==> src/rtl/alu_multicycle.sv <==
// Handshaked multi-cycle ALU: single-cycle add/sub/and/or/xor, iterative
// 1-bit-per-cycle shifts and shift-add multiply, with zero/carry/overflow flags.
module alu_multicycle #(
    parameter int word_size = 16
) (
    input  logic                 clk,
    input  logic                 rst_n,
    input  logic                 in_valid,
    output logic                 in_ready,
    input  logic [2:0]           operation,
    input  logic [word_size-1:0] operandA,
    input  logic [word_size-1:0] operandB,
    output logic                 out_valid,
    input  logic                 out_ready,
    output logic [word_size-1:0] result,
    output logic                 zero,
    output logic                 carry,
    output logic                 overflow
);
    localparam int sh_w  = $clog2(word_size);
    localparam int cnt_w = sh_w + 1;

    localparam logic [2:0] OP_ADD = 3'b000;
    localparam logic [2:0] OP_SUB = 3'b001;
    localparam logic [2:0] OP_AND = 3'b010;
    localparam logic [2:0] OP_OR  = 3'b011;
    localparam logic [2:0] OP_XOR = 3'b100;
    localparam logic [2:0] OP_SLL = 3'b101;
    localparam logic [2:0] OP_SRL = 3'b110;
    localparam logic [2:0] OP_MUL = 3'b111;

    typedef enum logic [1:0] {IDLE, BUSY, DONE} state_t;

    state_t               state_reg, state_next;
    logic [2:0]           op_reg;
    logic [word_size-1:0] a_reg, b_reg, acc_reg;
    logic [cnt_w-1:0]     count_reg;
    logic [word_size-1:0] result_reg;
    logic                 zero_reg, carry_reg, overflow_reg;

    logic                 accept, is_iter, last_step;
    logic [sh_w-1:0]      k;
    logic [word_size:0]   sum_wide, diff_wide;
    logic [word_size-1:0] single_result;
    logic                 single_carry, single_overflow;
    logic [word_size-1:0] a_step, b_step, acc_step, step_value;

    assign in_ready  = (state_reg == IDLE);
    assign out_valid = (state_reg == DONE);
    assign result    = result_reg;
    assign zero      = zero_reg;
    assign carry     = carry_reg;
    assign overflow  = overflow_reg;

    assign accept    = in_valid && (state_reg == IDLE);
    assign k         = operandB[sh_w-1:0];
    // A zero shift amount completes immediately, like the logic ops.
    assign is_iter   = (operation == OP_MUL) ||
                       (((operation == OP_SLL) || (operation == OP_SRL)) && (k != '0));
    assign last_step = (state_reg == BUSY) && (count_reg == cnt_w'(1));

    always_comb begin
        sum_wide        = {1'b0, operandA} + {1'b0, operandB};
        diff_wide       = {1'b0, operandA} - {1'b0, operandB};
        single_result   = operandA;
        single_carry    = 1'b0;
        single_overflow = 1'b0;
        case (operation)
            OP_ADD: begin
                single_result   = sum_wide[word_size-1:0];
                single_carry    = sum_wide[word_size];
                single_overflow = (operandA[word_size-1] == operandB[word_size-1]) &&
                                  (sum_wide[word_size-1] != operandA[word_size-1]);
            end
            OP_SUB: begin
                single_result   = diff_wide[word_size-1:0];
                single_carry    = ~diff_wide[word_size];
                single_overflow = (operandA[word_size-1] != operandB[word_size-1]) &&
                                  (diff_wide[word_size-1] != operandA[word_size-1]);
            end
            OP_AND:  single_result = operandA & operandB;
            OP_OR:   single_result = operandA | operandB;
            OP_XOR:  single_result = operandA ^ operandB;
            default: single_result = operandA;
        endcase
    end

    // One iteration: a 1-bit shift, or one shift-add multiply step.
    always_comb begin
        a_step   = a_reg << 1;
        b_step   = b_reg >> 1;
        acc_step = acc_reg;
        case (op_reg)
            OP_SRL:  a_step = a_reg >> 1;
            OP_MUL:  if (b_reg[0]) acc_step = acc_reg + a_reg;
            default: a_step = a_reg << 1;
        endcase
        step_value = (op_reg == OP_MUL) ? acc_step : a_step;
    end

    always_comb begin
        state_next = state_reg;
        case (state_reg)
            IDLE:    if (accept) state_next = is_iter ? BUSY : DONE;
            BUSY:    if (last_step) state_next = DONE;
            DONE:    if (out_ready) state_next = IDLE;
            default: state_next = IDLE;
        endcase
    end

    always_ff @(posedge clk or negedge rst_n) begin
        if (!rst_n) begin
            state_reg <= IDLE;
        end else begin
            state_reg <= state_next;
        end
    end

    always_ff @(posedge clk or negedge rst_n) begin
        if (!rst_n) begin
            op_reg       <= OP_ADD;
            a_reg        <= '0;
            b_reg        <= '0;
            acc_reg      <= '0;
            count_reg    <= '0;
            result_reg   <= '0;
            zero_reg     <= 1'b0;
            carry_reg    <= 1'b0;
            overflow_reg <= 1'b0;
        end else if (accept) begin
            op_reg    <= operation;
            a_reg     <= operandA;
            b_reg     <= operandB;
            acc_reg   <= '0;
            count_reg <= (operation == OP_MUL) ? cnt_w'(word_size) : {1'b0, k};
            if (!is_iter) begin
                result_reg   <= single_result;
                zero_reg     <= (single_result == '0);
                carry_reg    <= single_carry;
                overflow_reg <= single_overflow;
            end
        end else if (state_reg == BUSY) begin
            a_reg     <= a_step;
            b_reg     <= b_step;
            acc_reg   <= acc_step;
            count_reg <= count_reg - cnt_w'(1);
            if (last_step) begin
                result_reg   <= step_value;
                zero_reg     <= (step_value == '0);
                carry_reg    <= 1'b0;
                overflow_reg <= 1'b0;
            end
        end
    end
endmodule
==> config.mk <==
export PLATFORM = sky130hd
export DESIGN_NAME = alu_multicycle
export DESIGN_NICKNAME = d
export VERILOG_FILES = /design/src/rtl/alu_multicycle.sv
export SDC_FILE = /design/constraint.sdc
export NUM_CORES = 1
export LEC_CHECK = 0
export CAP_MARGIN = 10
export CORE_MARGIN = 8
export CORE_UTILIZATION = 61
export DETAILED_ROUTE_END_ITERATION = 12
export PLACE_DENSITY_LB_ADDON = 0.1
export SLEW_MARGIN = 20
export SYNTH_ARGS = -nofsm -noshare
export SYNTH_HDL_FRONTEND = slang
export SYNTH_SLANG_ARGS = --single-unit
==> constraint.sdc <==
create_clock -name clk -period 4.05 [get_ports clk]
set_input_delay 0.81 -clock clk [delete_from_list [all_inputs] [get_ports clk]]
set_output_delay 0.81 -clock clk [all_outputs]
set_load 0.05 [all_outputs]
==> results.json <==
{
  "status": "completed",
  "post-route-drc-count": 0,
  "wirelength_mm": 25.5,
  "critical_path.max_fanout": 3,
  "critPathArrivalTime_ns": 4.10,
  "finish.instance_area_um2": 9280,
  "hpwlAfterDp_mm": 19.5,
  "clock_skew_ns": 0.00921,
  "static_leak_nw": 4.19,
  "vias_in_the_first_global_route": 7892,
  "diodes": 0,
  "setup-violations-final": 0,
  "synthesis.area_um2": 7780,
  "gp_routability_congestion": 0.999,
  "timing.critical_path.from_type": "input pin",
  "grt_max_degree": 78,
  "cp-startpoint": "operandA[0]",
  "regArea_um2": 1930,
  "slew_violations": 0,
  "leading_cell_type_in_the_layout_fill_and_taps_excluded": "sky130_fd_sc_hd__nand2_1",
  "finalNetCount": 1197,
  "clock_input_transition_at_the_sequential_cells_of_the_worst_setup_and_hold_paths_ns": 0.06,
  "post_layout_nonfiller_instances": 1264,
  "max_capacitance_violation_total": 0,
  "ys_async_sr_fraction": 1.00,
  "crit_type": "in -> reg",
  "layout-drive-gt1-share": 0.127,
  "num_rows": 41,
  "cp-endpoint": "zero",
  "cts.hold.buffers_added": 0,
  "rsz_0062_raised_after_global_routing": "false",
  "hold_ws_ns": 0.479,
  "cts_buffer_depth": 2,
  "post-route-period-util": 0.942,
  "finalCoreUtilization": 0.742,
  "worst_hold_path_type": "in -> async",
  "timing.final.ws_setup_ns": 0.234,
  "synth-seq-area-share": 0.248,
  "crit_reg_reg_endpoint": "zero",
  "post_cts_resize_count": 0,
  "drtPass1Iterations": 6,
  "portBuffers": 59,
  "r2r-start": "a_reg[0]",
  "yosysWarningCount": 0,
  "cts_tree": "done",
  "yosys_most_used_dff": "sky130_fd_sc_hd__dfrtp_1",
  "reg2reg_setup_slack_ns": 0.55,
  "core_um2": 12500,
  "syn_to_final_growth_pct": 19.3,
  "post-layout-total-power_mw": 5.00,
  "multiInputGateArea_um2": 5350,
  "floorplan.die_area_um2": 16600,
  "numPlacedInstances": 1248,
  "die_y_um": 129,
  "post_drt_wl_per_cell_um": 20.2,
  "cts_root_buffer_type": "sky130_fd_sc_hd__clkbuf_16",
  "clock.fmax_mhz": 262,
  "clock_tree.htree_level_count": 3,
  "cp.required_ns": 4.33,
  "total_of_flip_flops_plus_latches_after_synthesis": 77,
  "reg2reg_depth": 11,
  "setup-tns-final_ns": 0,
  "timing.max_slew.rel_slack": 0.364,
  "globalRoute.totalOverflow": 0,
  "endpoint_kind": "flop",
  "clock_sinks": 77,
  "antenna_violations_before_repair": 0,
  "fillers": 1053,
  "syn_inst": 992,
  "syn_nets": 1102,
  "drtAntennaViolNets": 0,
  "cts_inserted_buffers": 9,
  "worstSkewPairLatency_ns": 0.35,
  "synth-edff-count": 0,
  "detailed_place.area_um2": 8990,
  "pin_count": 60,
  "global_route_wire_length_before_repair_mm": 41.1,
  "viasPerCell": 6.48,
  "p_per_area_nw_per_um2": 539,
  "global_route.usage.total": 0.314,
  "ir_drop_mv": 0.738,
  "most-common-layout-cells": "112 x sky130_fd_sc_hd__nand2_1, 87 x sky130_fd_sc_hd__buf_4, 77 x sky130_fd_sc_hd__dfrtp_1, 72 x sky130_fd_sc_hd__nor2_1, 68 x sky130_fd_sc_hd__ha_1",
  "finalCriticalPeriod_ns": 3.82,
  "drt-initial-drc-count": 1085,
  "routed-via-count": 8188,
  "post-cts-setup-buffers": 0,
  "timing.final.hold_violations": 0,
  "initial_utilization": 0.622,
  "synth.distinct_cells": 96,
  "post_place_setup_slack_ns": -0.0803,
  "tightestPinTransition_ns": 0.954,
  "synth.avg_cell_area_um2": 7.85,
  "die_width_um": 129
}
-- per-layer routing --
metal,share of wire,track usage,up-vias
met2,0.45,0.496,393
li1,-,-,3854
met4,0.041,0.149,0
met3,0.084,0.0480,73
met1,0.43,0.414,3868
met5,0,0,-
-- worst min path at each step --
stage,endpoint,cells after the start
after floorplan,b_reg[4],2
after global placement,b_reg[7],2
after detailed placement,b_reg[5],2
after CTS,b_reg[5],2
after global routing,b_reg[6],2
final,b_reg[12],1
-- worst max-delay path, cell delays in order --
cell and delay [ns]:
sky130_fd_sc_hd__clkdlybuf4s50_1 0.44, sky130_fd_sc_hd__inv_1 0.09, sky130_fd_sc_hd__ha_1 0.17, sky130_fd_sc_hd__inv_1 0.06, sky130_fd_sc_hd__fa_1 0.38, sky130_fd_sc_hd__nor2b_1 0.17
sky130_fd_sc_hd__o311a_1 0.35, sky130_fd_sc_hd__nor4_1 0.32, sky130_fd_sc_hd__nor4_1 0.11, sky130_fd_sc_hd__nor3b_1 0.16, sky130_fd_sc_hd__o32a_2 0.37, sky130_fd_sc_hd__nor4_1 0.39
sky130_fd_sc_hd__nand4_1 0.15, sky130_fd_sc_hd__o21ai_2 0.13
-- area by class of cell --
class	count	share of cell area
multi-input combinational	796	0.576
sequential	77	0.208
timing repair buffer	149	0.141
clock buffer	9	0.0243
tap	172	0.0232
inverter	54	0.0218
clock inverter	7	0.00620
-- cells in the mapped netlist, types with 7 or more instances --
| master | count | area share |
|---|---|---|
| sky130_fd_sc_hd__a21oi_1 | 64 | 0.041 |
| sky130_fd_sc_hd__nand2_1 | 112 | 0.054 |
| sky130_fd_sc_hd__o21a_1 | 8 | 0.0077 |
| sky130_fd_sc_hd__mux2i_1 | 20 | 0.026 |
| sky130_fd_sc_hd__a21o_1 | 21 | 0.020 |
| sky130_fd_sc_hd__xnor2_1 | 14 | 0.016 |
| sky130_fd_sc_hd__a31oi_1 | 16 | 0.013 |
| sky130_fd_sc_hd__nand3_1 | 37 | 0.024 |
| sky130_fd_sc_hd__nand4_1 | 9 | 0.0072 |
| sky130_fd_sc_hd__a22oi_1 | 27 | 0.026 |
| sky130_fd_sc_hd__nand2b_1 | 13 | 0.010 |
| sky130_fd_sc_hd__nor2_1 | 73 | 0.035 |
| sky130_fd_sc_hd__o31ai_1 | 12 | 0.012 |
| sky130_fd_sc_hd__o21ai_0 | 53 | 0.034 |
| sky130_fd_sc_hd__nor2b_1 | 11 | 0.0088 |
| sky130_fd_sc_hd__o211ai_1 | 12 | 0.012 |
| sky130_fd_sc_hd__clkbuf_1 | 48 | 0.023 |
| sky130_fd_sc_hd__dfrtp_1 | 77 | 0.25 |
| sky130_fd_sc_hd__xor2_1 | 7 | 0.0079 |
| sky130_fd_sc_hd__and3_1 | 9 | 0.0072 |
| sky130_fd_sc_hd__ha_1 | 68 | 0.11 |
| sky130_fd_sc_hd__o22ai_1 | 10 | 0.0080 |
| sky130_fd_sc_hd__nor4_1 | 8 | 0.0064 |
| sky130_fd_sc_hd__inv_1 | 50 | 0.024 |
| sky130_fd_sc_hd__a211oi_1 | 12 | 0.012 |
| sky130_fd_sc_hd__a221oi_1 | 7 | 0.0079 |
| sky130_fd_sc_hd__o21ai_1 | 15 | 0.0096 |
| sky130_fd_sc_hd__nor3_1 | 21 | 0.014 |
-- report_power, final --
part	switching (mW)	internal (mW)
logic	1.75	1.06
clock network	0.366	0.424
registers	0.323	1.08
total	2.44	2.56
-- cells by family after synthesis --
group / count (synthesis) / synth area share
DFF: 77 / 0.248
buffers and inverters: 119 / 0.0654
muxes: 22 / 0.0301
adders and majority gates: 71 / 0.117
xor gates and xnor gates: 21 / 0.0236
and+or+nand+nor: 342 / 0.215
AOI/OAI and AO/OA: 340 / 0.301
Note: power is estimated with default switching activity, not from simulation.
